## config.mk

```make
export PLATFORM = sky130hd
export DESIGN_NAME = cpu_mem_flat
export DESIGN_NICKNAME = d
export VERILOG_FILES = /design/src/rtl/cpu_mem_if.sv /design/src/rtl/cpu_mem.sv /design/src/flat_wrapper.sv
export SDC_FILE = /design/constraint.sdc
export NUM_CORES = 1
export LEC_CHECK = 0
export CAP_MARGIN = 10
export CORE_ASPECT_RATIO = 1.25
export CORE_MARGIN = 2
export CORE_UTILIZATION = 30
export CTS_CLUSTER_DIAMETER = 200
export CTS_CLUSTER_SIZE = 16
export DETAILED_ROUTE_END_ITERATION = 7
export SYNTH_ARGS = -nofsm -noshare
export SYNTH_HDL_FRONTEND = slang
export SYNTH_SLANG_ARGS = --single-unit
export TNS_END_PERCENT = 50
```

## constraint.sdc

```tcl
create_clock -name clk -period 5 [get_ports clk]
set_clock_uncertainty 0.05 [all_clocks]
set_input_delay 1 -clock clk [delete_from_list [all_inputs] [get_ports clk]]
set_output_delay 1 -clock clk [all_outputs]
set_load 0.01 [all_outputs]
```

## src/rtl/cpu_mem_if.sv

```systemverilog
// Word-wide req/ack data bus between the memory stage and data memory.
interface cpu_mem_if;
    logic        d_req;
    logic        d_we;
    logic [31:0] d_addr;
    logic [31:0] d_wdata;
    logic [31:0] d_rdata;
    logic        d_ack;

    modport master (
        output d_req, d_we, d_addr, d_wdata,
        input  d_rdata, d_ack
    );

    modport slave (
        input  d_req, d_we, d_addr, d_wdata,
        output d_rdata, d_ack
    );
endinterface

```

## src/rtl/cpu_mem.sv

```systemverilog
// Memory-access pipeline stage: issues word loads/stores on a req/ack bus, stalls upstream
// until completion or timeout, and registers the write-back value and rf write controls.
module cpu_mem #(
    parameter int unsigned Timeout = 255
) (
    input  logic             clk,
    input  logic             rst_n,
    input  logic             ex_c_rfw_i,
    input  logic [1:0]       ex_c_wbsource_i,
    input  logic             ex_c_drw_i,
    input  logic [31:0]      ex_alu_r_i,
    input  logic [31:0]      ex_rfb_i,
    input  logic [4:0]       ex_rf_waddr_i,
    input  logic [31:0]      ex_jalra_i,
    output logic             stall_o,
    cpu_mem_if.master        dbus,
    output logic             p_c_rfw_o,
    output logic [4:0]       p_rf_waddr_o,
    output logic [31:0]      p_wb_data_o,
    output logic             bus_err_o
);

    localparam logic [7:0] LastCnt = 8'(Timeout - 1);

    typedef enum logic [0:0] {StIdle, StBusy} state_e;

    state_e      state_q;
    logic [7:0]  cnt_q;
    logic        d_req_q;
    logic        d_we_q;
    logic [31:0] d_addr_q;
    logic [31:0] d_wdata_q;
    logic        p_c_rfw_q;
    logic [4:0]  p_rf_waddr_q;
    logic [31:0] p_wb_data_q;
    logic        bus_err_q;

    logic memop;
    logic last_cycle;

    assign memop      = ex_c_drw_i | (ex_c_wbsource_i == 2'd1);
    assign last_cycle = (cnt_q == LastCnt);

    // Upstream is released on the ack edge, or on the timeout edge with no ack.
    always_comb begin
        stall_o = 1'b0;
        unique case (state_q)
            StIdle:  stall_o = memop;
            StBusy:  stall_o = ~dbus.d_ack & ~last_cycle;
            default: stall_o = 1'b0;
        endcase
    end

    always_ff @(posedge clk or negedge rst_n) begin
        if (!rst_n) begin
            state_q      <= StIdle;
            cnt_q        <= '0;
            d_req_q      <= 1'b0;
            d_we_q       <= 1'b0;
            d_addr_q     <= '0;
            d_wdata_q    <= '0;
            p_c_rfw_q    <= 1'b0;
            p_rf_waddr_q <= '0;
            p_wb_data_q  <= '0;
            bus_err_q    <= 1'b0;
        end else begin
            unique case (state_q)
                StIdle: begin
                    if (memop) begin
                        state_q   <= StBusy;
                        d_req_q   <= 1'b1;
                        d_we_q    <= ex_c_drw_i;
                        d_addr_q  <= {ex_alu_r_i[31:2], 2'b00};
                        d_wdata_q <= ex_rfb_i;
                        p_c_rfw_q <= 1'b0;
                        cnt_q     <= '0;
                    end else begin
                        p_c_rfw_q    <= ex_c_rfw_i;
                        p_rf_waddr_q <= ex_rf_waddr_i;
                        p_wb_data_q  <= (ex_c_wbsource_i == 2'd2) ? ex_jalra_i : ex_alu_r_i;
                    end
                end
                StBusy: begin
                    if (dbus.d_ack) begin
                        state_q      <= StIdle;
                        d_req_q      <= 1'b0;
                        d_we_q       <= 1'b0;
                        p_c_rfw_q    <= ex_c_rfw_i & ~ex_c_drw_i;
                        p_rf_waddr_q <= ex_rf_waddr_i;
                        p_wb_data_q  <= ex_c_drw_i ? ex_alu_r_i : dbus.d_rdata;
                    end else if (last_cycle) begin
                        state_q      <= StIdle;
                        d_req_q      <= 1'b0;
                        d_we_q       <= 1'b0;
                        bus_err_q    <= 1'b1;
                        p_c_rfw_q    <= ex_c_rfw_i & ~ex_c_drw_i;
                        p_rf_waddr_q <= ex_rf_waddr_i;
                        p_wb_data_q  <= ex_c_drw_i ? ex_alu_r_i : 32'h0;
                    end else begin
                        cnt_q     <= cnt_q + 8'd1;
                        p_c_rfw_q <= 1'b0;
                    end
                end
                default: state_q <= StIdle;
            endcase
        end
    end

    assign dbus.d_req    = d_req_q;
    assign dbus.d_we     = d_we_q;
    assign dbus.d_addr   = d_addr_q;
    assign dbus.d_wdata  = d_wdata_q;
    assign p_c_rfw_o     = p_c_rfw_q;
    assign p_rf_waddr_o  = p_rf_waddr_q;
    assign p_wb_data_o   = p_wb_data_q;
    assign bus_err_o     = bus_err_q;

endmodule
```

## src/flat_wrapper.sv

```systemverilog
// flat-port wrapper written by rule: the top's interface ports become plain ports
module cpu_mem_flat 
#(
    parameter int unsigned Timeout = 255
)
  (clk, rst_n, ex_c_rfw_i, ex_c_wbsource_i, ex_c_drw_i, ex_alu_r_i, ex_rfb_i, ex_rf_waddr_i, ex_jalra_i, stall_o, p_c_rfw_o, p_rf_waddr_o, p_wb_data_o, bus_err_o, dbus_d_req, dbus_d_we, dbus_d_addr, dbus_d_wdata, dbus_d_rdata, dbus_d_ack);
  cpu_mem_if dbus_i ();
  input  logic clk;
  input  logic rst_n;
  input  logic ex_c_rfw_i;
  input  logic [1:0] ex_c_wbsource_i;
  input  logic ex_c_drw_i;
  input  logic [31:0] ex_alu_r_i;
  input  logic [31:0] ex_rfb_i;
  input  logic [4:0] ex_rf_waddr_i;
  input  logic [31:0] ex_jalra_i;
  output logic stall_o;
  output logic p_c_rfw_o;
  output logic [4:0] p_rf_waddr_o;
  output logic [31:0] p_wb_data_o;
  output logic bus_err_o;
  output wire logic [$bits(dbus_i.d_req)-1:0] dbus_d_req;
  output wire logic [$bits(dbus_i.d_we)-1:0] dbus_d_we;
  output wire logic [$bits(dbus_i.d_addr)-1:0] dbus_d_addr;
  output wire logic [$bits(dbus_i.d_wdata)-1:0] dbus_d_wdata;
  input wire logic [$bits(dbus_i.d_rdata)-1:0] dbus_d_rdata;
  input wire logic [$bits(dbus_i.d_ack)-1:0] dbus_d_ack;
  assign dbus_d_req = dbus_i.d_req;
  assign dbus_d_we = dbus_i.d_we;
  assign dbus_d_addr = dbus_i.d_addr;
  assign dbus_d_wdata = dbus_i.d_wdata;
  assign dbus_i.d_rdata = dbus_d_rdata;
  assign dbus_i.d_ack = dbus_d_ack;
  cpu_mem #(.Timeout(Timeout)) u_core (.clk(clk), .rst_n(rst_n), .ex_c_rfw_i(ex_c_rfw_i), .ex_c_wbsource_i(ex_c_wbsource_i), .ex_c_drw_i(ex_c_drw_i), .ex_alu_r_i(ex_alu_r_i), .ex_rfb_i(ex_rfb_i), .ex_rf_waddr_i(ex_rf_waddr_i), .ex_jalra_i(ex_jalra_i), .stall_o(stall_o), .dbus(dbus_i), .p_c_rfw_o(p_c_rfw_o), .p_rf_waddr_o(p_rf_waddr_o), .p_wb_data_o(p_wb_data_o), .bus_err_o(bus_err_o));
endmodule
```

==> reports/metrics.yaml, run 1 <==
synth-compound-area-share_pct: 11.1
ys_seq_elements: 112
synth_mux_area_share_pct: 27.6
layout.nets: 764
antenna_cells: 0
synth_top_family_by_area: "multiplexers"
syn_inst: 395
cts-resized-gates: 0
core_um2: 17300
critPathKind: "input port to output pin"
synthesis.area_um2: 5230
cts_setup_buffers: 0
rr_endpoint: "u_core.p_wb_data_o[2]"
cts_buffers: 9
worstHoldStart: "u_core.p_wb_data_o[27]"
pre_cts_ws_ns: 1.24
ant_nets: 0
clk_pin_slew_ns: 0.07
gp_congestion: 0.809
vias_per_cell: 4.83
place_hpwl_um: 10700
peakVddDrop_mv: 0.178
required_ns: 3.95
first_pass_iters: 4
io_pins: 246
r2r_cells: 4
synth_flop_cell: "dfrtp_1"
min_to: "u_core.p_wb_data_o[27]"
syn_area_per_cell_um2: 13.3
tightestPinTransition_ns: 1.09
grt_overflow_total: 0
final_area_um2: 8110
period_share_pct: 75.8
fin_crit_ns: 3.79
synth.top_cell.area_share_pct: 53.6
hold_class: "flop to flop"
r2r_start: "u_core.state_q"
io_buffers: 243
max_freq_mhz: 264
hold_path_depth: 1
synth_top_cell_by_area: "dfrtp_1"
worstSkewPairLatency_ns: 0.36
status: "finished, final reports clean"
die_x_um: 122
synth_fa_ha_area_share_pct: 0.478
wl_um: 14900
antenna_found_initial: 0
power_mw: 3.43
rrSetupSlack_ns: 2.75
syn_to_final_growth_pct: 54.9
drc: 0
synthXorXnorAreaFrac_pct: 0
finalMaxSlewViolations: 0
placed_cell_area_um2: 7790
clock-sinks: 112
vias: 4108
drv_cap: 0
htree_levels: 3
critPathMaxFanout: 8
rows: 54
tns_ns: 0
yosys.area_share.simple_pct: 2.94
post-route-util_pct: 46.9
synth_edf_count: 0
die_area_um2: 18500
wl_per_cell_um: 17.5
cts_root_buffer: "clkbuf_16"
hold_violations: 0
power_density_nw_per_um2: 423
crit_arrival_ns: 2.74
max_slew_margin_pct: 27.1
hold_buffers: 0
grt_use_total_pct: 16.0
crit_path_end_kind: "output pin"
rsz0062_at_grt: "no"
fp.dieH_um: 152
yosys-top-cells-area: "dfrtp_1, mux2_1, mux2i_1, a221oi_1, a21oi_1"
synth-seq-area-share_pct: 53.6
worstSetupStartpointType: "input port"
cts_tree: "built"
num-fill-cells: 1621
drive_above_1_share_pct: 5.10
worst_slack_ns: 1.21
setup_viol_count_final: 0
grt_pass1_wl_um: 22700
synthArstFlopShare_pct: 100
yosys_warnings: 0
p_leak_nw: 3.26
ys_types: 36
clk_path_buf_depth: 2
grt_max_degree: 82
grt_pass1_vias: 4400
start_util_pct: 30.3
drtIter0Drc: 141
layout by cell type (no fill, tap or decap), types with 3 or more instances in the layout:
cell type and instances:
inv_6 3, inv_2 3, a221oi_1 31, clkbuf_16 9, clkdlybuf4s50_1 241, mux2_1 99, o21ai_0 4, a21o_1 3
a31oi_1 5, a21oi_1 35, buf_4 6, clkinv_8 3, dfrtp_1 112, nand2b_1 4, and3_1 3, mux2i_1 33
nor2_1 3, nand3_1 4
worst max path at each step:
stage                          to       start  slack [ns]  depth (start not counted)
after floorplan           stall_o  ex_c_drw_i        2.19                          6
after global placement    stall_o  dbus_d_ack        1.25                          6
after detailed placement  stall_o  dbus_d_ack        1.24                          6
after CTS                 stall_o  dbus_d_ack        1.23                          6
after global routing      stall_o  dbus_d_ack        1.10                          6
final                     stall_o  dbus_d_ack        1.21                          6
per-stage QoR:
| stage | hold slack, ns | std cells |
|---|---|---|
| final | 0.437 | 851 |
| after global placement | 0.416 | 835 |
| after CTS | 0.442 | 851 |
| after floorplan | 0.401 | 396 |
| after global routing | 0.449 | 851 |
| after detailed placement | 0.424 | 835 |
state kept, by name (all words and copies together), names as in the netlist:
| signal | count |
|---|---|
| u_core.cnt_q | 8 |
| u_core.dbus.d_wdata | 32 |
| u_core.p_c_rfw_o | 1 |
| u_core.dbus.d_req | 1 |
| u_core.bus_err_o | 1 |
| u_core.state_q | 1 |
| u_core.p_rf_waddr_o | 5 |
| u_core.p_wb_data_o | 32 |
| u_core.dbus.d_we | 1 |
| u_core.dbus.d_addr | 30 |
worst max-delay path, cell delays in order:
cell,delay [ns]
clkdlybuf4s50_1,0.47
and2b_1,0.28
o21a_2,0.26
nor2_8,0.04
inv_2,0.13
clkdlybuf4s50_1,0.56
power by group:
part           switching (mW)  internal, mW  total, mW  leakage (nW)
combinational           0.553         0.796       1.35          1.78
sequential              0.154          1.19       1.34          1.32
clock                   0.378         0.361      0.739         0.151
kinds of logic after synthesis:
kind of cell,count (synthesis)
mux,132
flops,112
compound gates,86
buf+inv,38
simple gates,24
fa+ha+maj,2
other cells,1
cell usage after synthesis (3+ instances only):
cell type / n
a221oi_1: 31
a21o_1: 3
a21oi_1: 35
and3_1: 3
dfrtp_1: 112
clkbuf_1: 12
buf_4: 12
a31oi_1: 5
nand2b_1: 4
o21ai_0: 4
nand3_1: 4
inv_2: 3
nor2_1: 3
mux2i_1: 33
mux2_1: 99
buf_2: 4
buf_6: 4
final cells by class:
| type | instances | area, um2 | share of cell area, % |
|---|---|---|---|
| Clock buffer | 9 | 225 | 2.78 |
| Clock inverter | 7 | 86.3 | 1.07 |
| Tap cell | 224 | 280 | 3.46 |
| Multi-Input combinational cell | 246 | 2230 | 27.5 |
| Inverter | 5 | 18.8 | 0.232 |
| Sequential cell | 112 | 2800 | 34.6 |
| Timing Repair Buffer | 248 | 2460 | 30.4 |
layer usage:
layer | up-vias | wire length (um) | track usage, %
met5 | - | 0 | 0
met4 | 0 | 246 | 5.86
met3 | 13 | 1350 | 5.09
met2 | 166 | 7510 | 28.7
met1 | 2001 | 5750 | 17.6
li1 | 1928 | - | -
Note: power is estimated with default switching activity, not from simulation.
==> run 2: changes to the inputs <==
clock period = 3.23 ns   (was 5 ns; I/O delays follow)
==> run 2 against run 1 <==
Register-to-register slack lost 1.8 ns; sequential power rose by 54%; cell count is 0.47% higher; largest cell class unchanged; combinational power grew 58%; sequential share of layout area fell by 0.17 points; largest power group unchanged; clock-buffer cell count did not move; highest routed layer unchanged; die area unchanged; worst hold slack got worse by 0.17 ns; worst setup slack got worse by 0.93 ns; cell area increased by 0.49%; via count increased by 1.8%.
==> reports/metrics.yaml, run 2 (synthesized netlist as in run 1, its figures left out) <==
crit_cells: 6
die_area_um2: 18500
wl_met2_um: 7610
setup_viol_count_final: 0
worstSkewPairLatency_ns: 0.36
r2r_start: "u_core.cnt_q[0]"
clk_pin_slew_ns: 0.07
drtIter0Drc: 125
drv_cap: 0
critPathLaunch: "dbus_d_ack"
highest_layer: "met4"
critPathSlowestCell: "clkdlybuf4s50_1"
hold_buffers: 0
tns_ns: 0
critPathBufInv: 3
crit_arrival_ns: 2.25
cts_setup_buffers: 0
rrSetupSlack_ns: 0.97
crit_path_end_kind: "output pin"
layout_common_cells: "clkdlybuf4s50_1, dfrtp_1, mux2_1"
grt_use_total_pct: 16.6
antenna_cells: 0
io_pins: 246
cts-resized-gates: 0
drc: 0
crit_chain: "clkdlybuf4s50_1, and2b_1, o21a_2, nor2_8, inv_2, clkdlybuf4s50_1"
hold_violations: 0
antenna_found_initial: 0
clk_path_buf_depth: 2
critPathKind: "input port to output pin"
max_slew_margin_pct: 25.6
grt_pass1_wl_um: 23600
layout.nets: 768
required_ns: 2.53
peakVddDrop_mv: 0.319
r2r_cells: 7
pre_cts_ws_ns: 0.286
crit_path_max_incr_delay_ns: 0.52
syn_to_final_growth_pct: 55.6
p_leak_nw: 3.27
first_pass_iters: 4
core_um2: 17300
gp_congestion: 0.784
vias: 4182
worst_slack_ns: 0.279
grt_overflow_total: 0
routedLengthMet1_um: 5930
fin_crit_ns: 2.95
max_freq_mhz: 339
critPathMaxFanout: 5
vias_per_cell: 4.89
start_util_pct: 30.3
cts_buffers: 9
post-route-util_pct: 47.1
hold_class: "input port to async pin"
fp.dieH_um: 152
cts_root_buffer: "clkbuf_16"
grt_pass1_vias: 4482
worstSetupStartpointType: "input port"
status: "finished, final reports clean"
tightestPinTransition_ns: 1.12
grt_max_degree: 66
rows: 54
wl_um: 15200
cts_tree: "built"
place_hpwl_um: 10800
hold_slack_ns: 0.263
period_share_pct: 91.4
ant_nets: 0
cp_top_family: "buffers and inverters"
cpMostUsedCell: "clkdlybuf4s50_1"
drive_above_1_share_pct: 5.71
final_common_cell: "clkdlybuf4s50_1"
met3_length_um: 1300
finalMaxSlewViolations: 0
wl_per_cell_um: 17.8
clock-sinks: 112
io_buffers: 243
htree_levels: 3
rsz0062_at_grt: "no"
power_density_nw_per_um2: 652
die_x_um: 122
==> run 2: cell count changes in the layout (fill, tap and decap cells not counted) <==
cell        before  now
clkinv_8         3    1
inv_8            1    2
buf_4            6    8
clkinvlp_4       0    2
inv_6            3    1
buf_12           0    2
clkinv_4         0    1
==> run 2: power breakdown <==
part | internal, mW | total, mW | switching, mW
Clock | 0.546 | 1.11 | 0.562
Combinational | 1.24 | 2.13 | 0.885
Sequential | 1.84 | 2.07 | 0.229
==> run 2: worst paths after layout <==
path	endpoint
worst max-delay path	stall_o
worst min-delay path	u_core.dbus.d_addr[2]
worst max register to register	u_core.p_wb_data_o[23]
worst min register to register	u_core.bus_err_o
max in group asynchronous	u_core.p_wb_data_o[14]
min in group clk	u_core.bus_err_o
==> run 2: final cells by class <==
type	count	area [um2]
multi-input combinational	246	2230
fill	1606	9150
sequential	112	2800
tap	224	280
clock inverter	7	71.3
timing repair buffer	252	2520
inverter	5	18.8
clock buffer	9	225
==> run 2: layer usage <==
metal	vias up	GRT usage, %
li1	1943	-
met5	-	0
met1	2038	18.9
met3	26	5.01
met4	0	7.59
met2	175	28.5
==> run 2: worst reg2reg max path, cell delays in order, from the launching register on <==
cell,delay (ns)
dfrtp_1,0.43
inv_1,0.08
ha_1,0.17
nand3_1,0.12
o21a_2,0.28
nor2_8,0.10
buf_4,0.47
mux2_1,0.43
==> run 2: stage by stage <==
stage          total power, mW  area, um2  instances
4_1_cts                   5.40       8150        855
5_1_grt                   5.64       8150        855
2_1_floorplan             2.96       5240        396
6_report                  5.31       8150        855
3_3_place_gp              4.22       7850        839
3_5_place_dp              4.26       7850        839
==> run 3: changes to the inputs <==
CTS_BUF_LIST = sky130_fd_sc_hd__clkbuf_4   (was default)
==> run 3 against run 2 <==
Critical path depth unchanged; largest cell class unchanged; routed wire length rose by 0.52%; critical endpoint unchanged; non-clock buffer count did not move; clock power fell by 37%.
==> reports/metrics.yaml, run 3 (synthesized netlist as in run 1, its figures left out) <==
drtIter0Drc: 136
wl_um: 15300
final_common_cell: "clkdlybuf4s50_1"
critPathMaxFanout: 5
hold_violations: 0
cts-resized-gates: 0
layout.nets: 768
power_mw: 4.90
cts_root_buffer: "clkbuf_4"
tightestPinTransition_ns: 1.12
clk_path_buf_depth: 2
critPathKind: "input port to output pin"
drc: 0
final_area_um2: 7990
worstSetupStartpointType: "input port"
rsz0062_at_grt: "no"
gp_congestion: 0.784
crit_arrival_ns: 2.25
r2r_cells: 7
p_leak_nw: 3.20
peakVddDrop_mv: 0.300
htree_levels: 3
cts_buffers: 9
hold_slack_ns: 0.106
layout_common_cells: "clkdlybuf4s50_1, dfrtp_1, mux2_1"
ant_nets: 0
rr_endpoint: "u_core.p_wb_data_o[23]"
clk_pin_slew_ns: 0.18
finalMaxSlewViolations: 0
io_pins: 246
die_area_um2: 18500
grt_max_degree: 66
max_slew_margin_pct: 25.6
clock-sinks: 112
grt_use_total_pct: 16.5
first_pass_iters: 4
pre_cts_ws_ns: 0.286
antenna_cells: 0
hold_class: "input port to async pin"
cts_setup_buffers: 0
num-fill-cells: 1625
max_freq_mhz: 339
start_util_pct: 30.3
rrSetupSlack_ns: 0.96
placed_cell_area_um2: 7850
grt_pass1_wl_um: 23600
wl_per_cell_um: 17.9
required_ns: 2.53
io_buffers: 243
r2r_start: "u_core.cnt_q[0]"
syn_to_final_growth_pct: 52.6
period_share_pct: 91.4
rows: 54
vias_per_cell: 4.88
fp.dieH_um: 152
vias: 4169
die_x_um: 122
worst_slack_ns: 0.279
power_density_nw_per_um2: 613
grt_pass1_vias: 4487
multi_input_area_um2: 2230
fin_crit_ns: 2.95
place_hpwl_um: 10800
drive_above_1_share_pct: 5.71
status: "finished, final reports clean"
area.sequential_um2: 2800
worstSkewPairLatency_ns: 0.48
tns_ns: 0
core_um2: 17300
setup_viol_count_final: 0
hold_buffers: 0
drv_cap: 0
antenna_found_initial: 0
cts_tree: "built"
crit_path_end_kind: "output pin"
grt_overflow_total: 0
[run 3: cell counts in the layout (fill, tap and decap cells not counted)]
No cell type changed its count.
[run 3: worst max path at each step]
| stage | startpoint | end | slack (ns) |
|---|---|---|---|
| after floorplan | ex_c_drw_i | stall_o | 1.12 |
| after global placement | dbus_d_ack | stall_o | 0.30 |
| after detailed placement | dbus_d_ack | stall_o | 0.29 |
| after CTS | dbus_d_ack | stall_o | 0.28 |
| after global routing | dbus_d_ack | stall_o | 0.18 |
| final | dbus_d_ack | stall_o | 0.28 |
[run 3: stage by stage]
step                      std cells  utilization (%)
final                           855             46.2
after global routing            855             46.2
after CTS                       855             46.2
after detailed placement        839             45.4
after global placement          839             45.4
after floorplan                 396                -
[run 3: worst max-delay path, cell delays in order]
cell and delay (ns):
clkdlybuf4s50_1 0.46, and2b_1 0.27, o21a_2 0.25, nor2_8 0.04, inv_2 0.05, clkdlybuf4s50_1 0.52
[run 3: area by class of cell]
class                      instances  area share (%)
clock buffer                       9           0.846
clock inverter                     7           0.893
inverter                           5           0.235
multi-input combinational        246            27.9
sequential                       112            35.1
tap                              224            3.51
timing repair buffer             252            31.5
[run 3: metal layers]
layer | track usage [%] | share of wire (%)
met2 | 28.7 | 50
met4 | 7.07 | 2.4
met5 | 0 | 0
met3 | 4.83 | 8.3
met1 | 18.8 | 39
[run 3: power breakdown]
| part | internal (mW) | switching (mW) |
|---|---|---|
| sequential | 1.84 | 0.231 |
| clock | 0.179 | 0.519 |
| combinational | 1.24 | 0.887 |
| total | 3.26 | 1.64 |
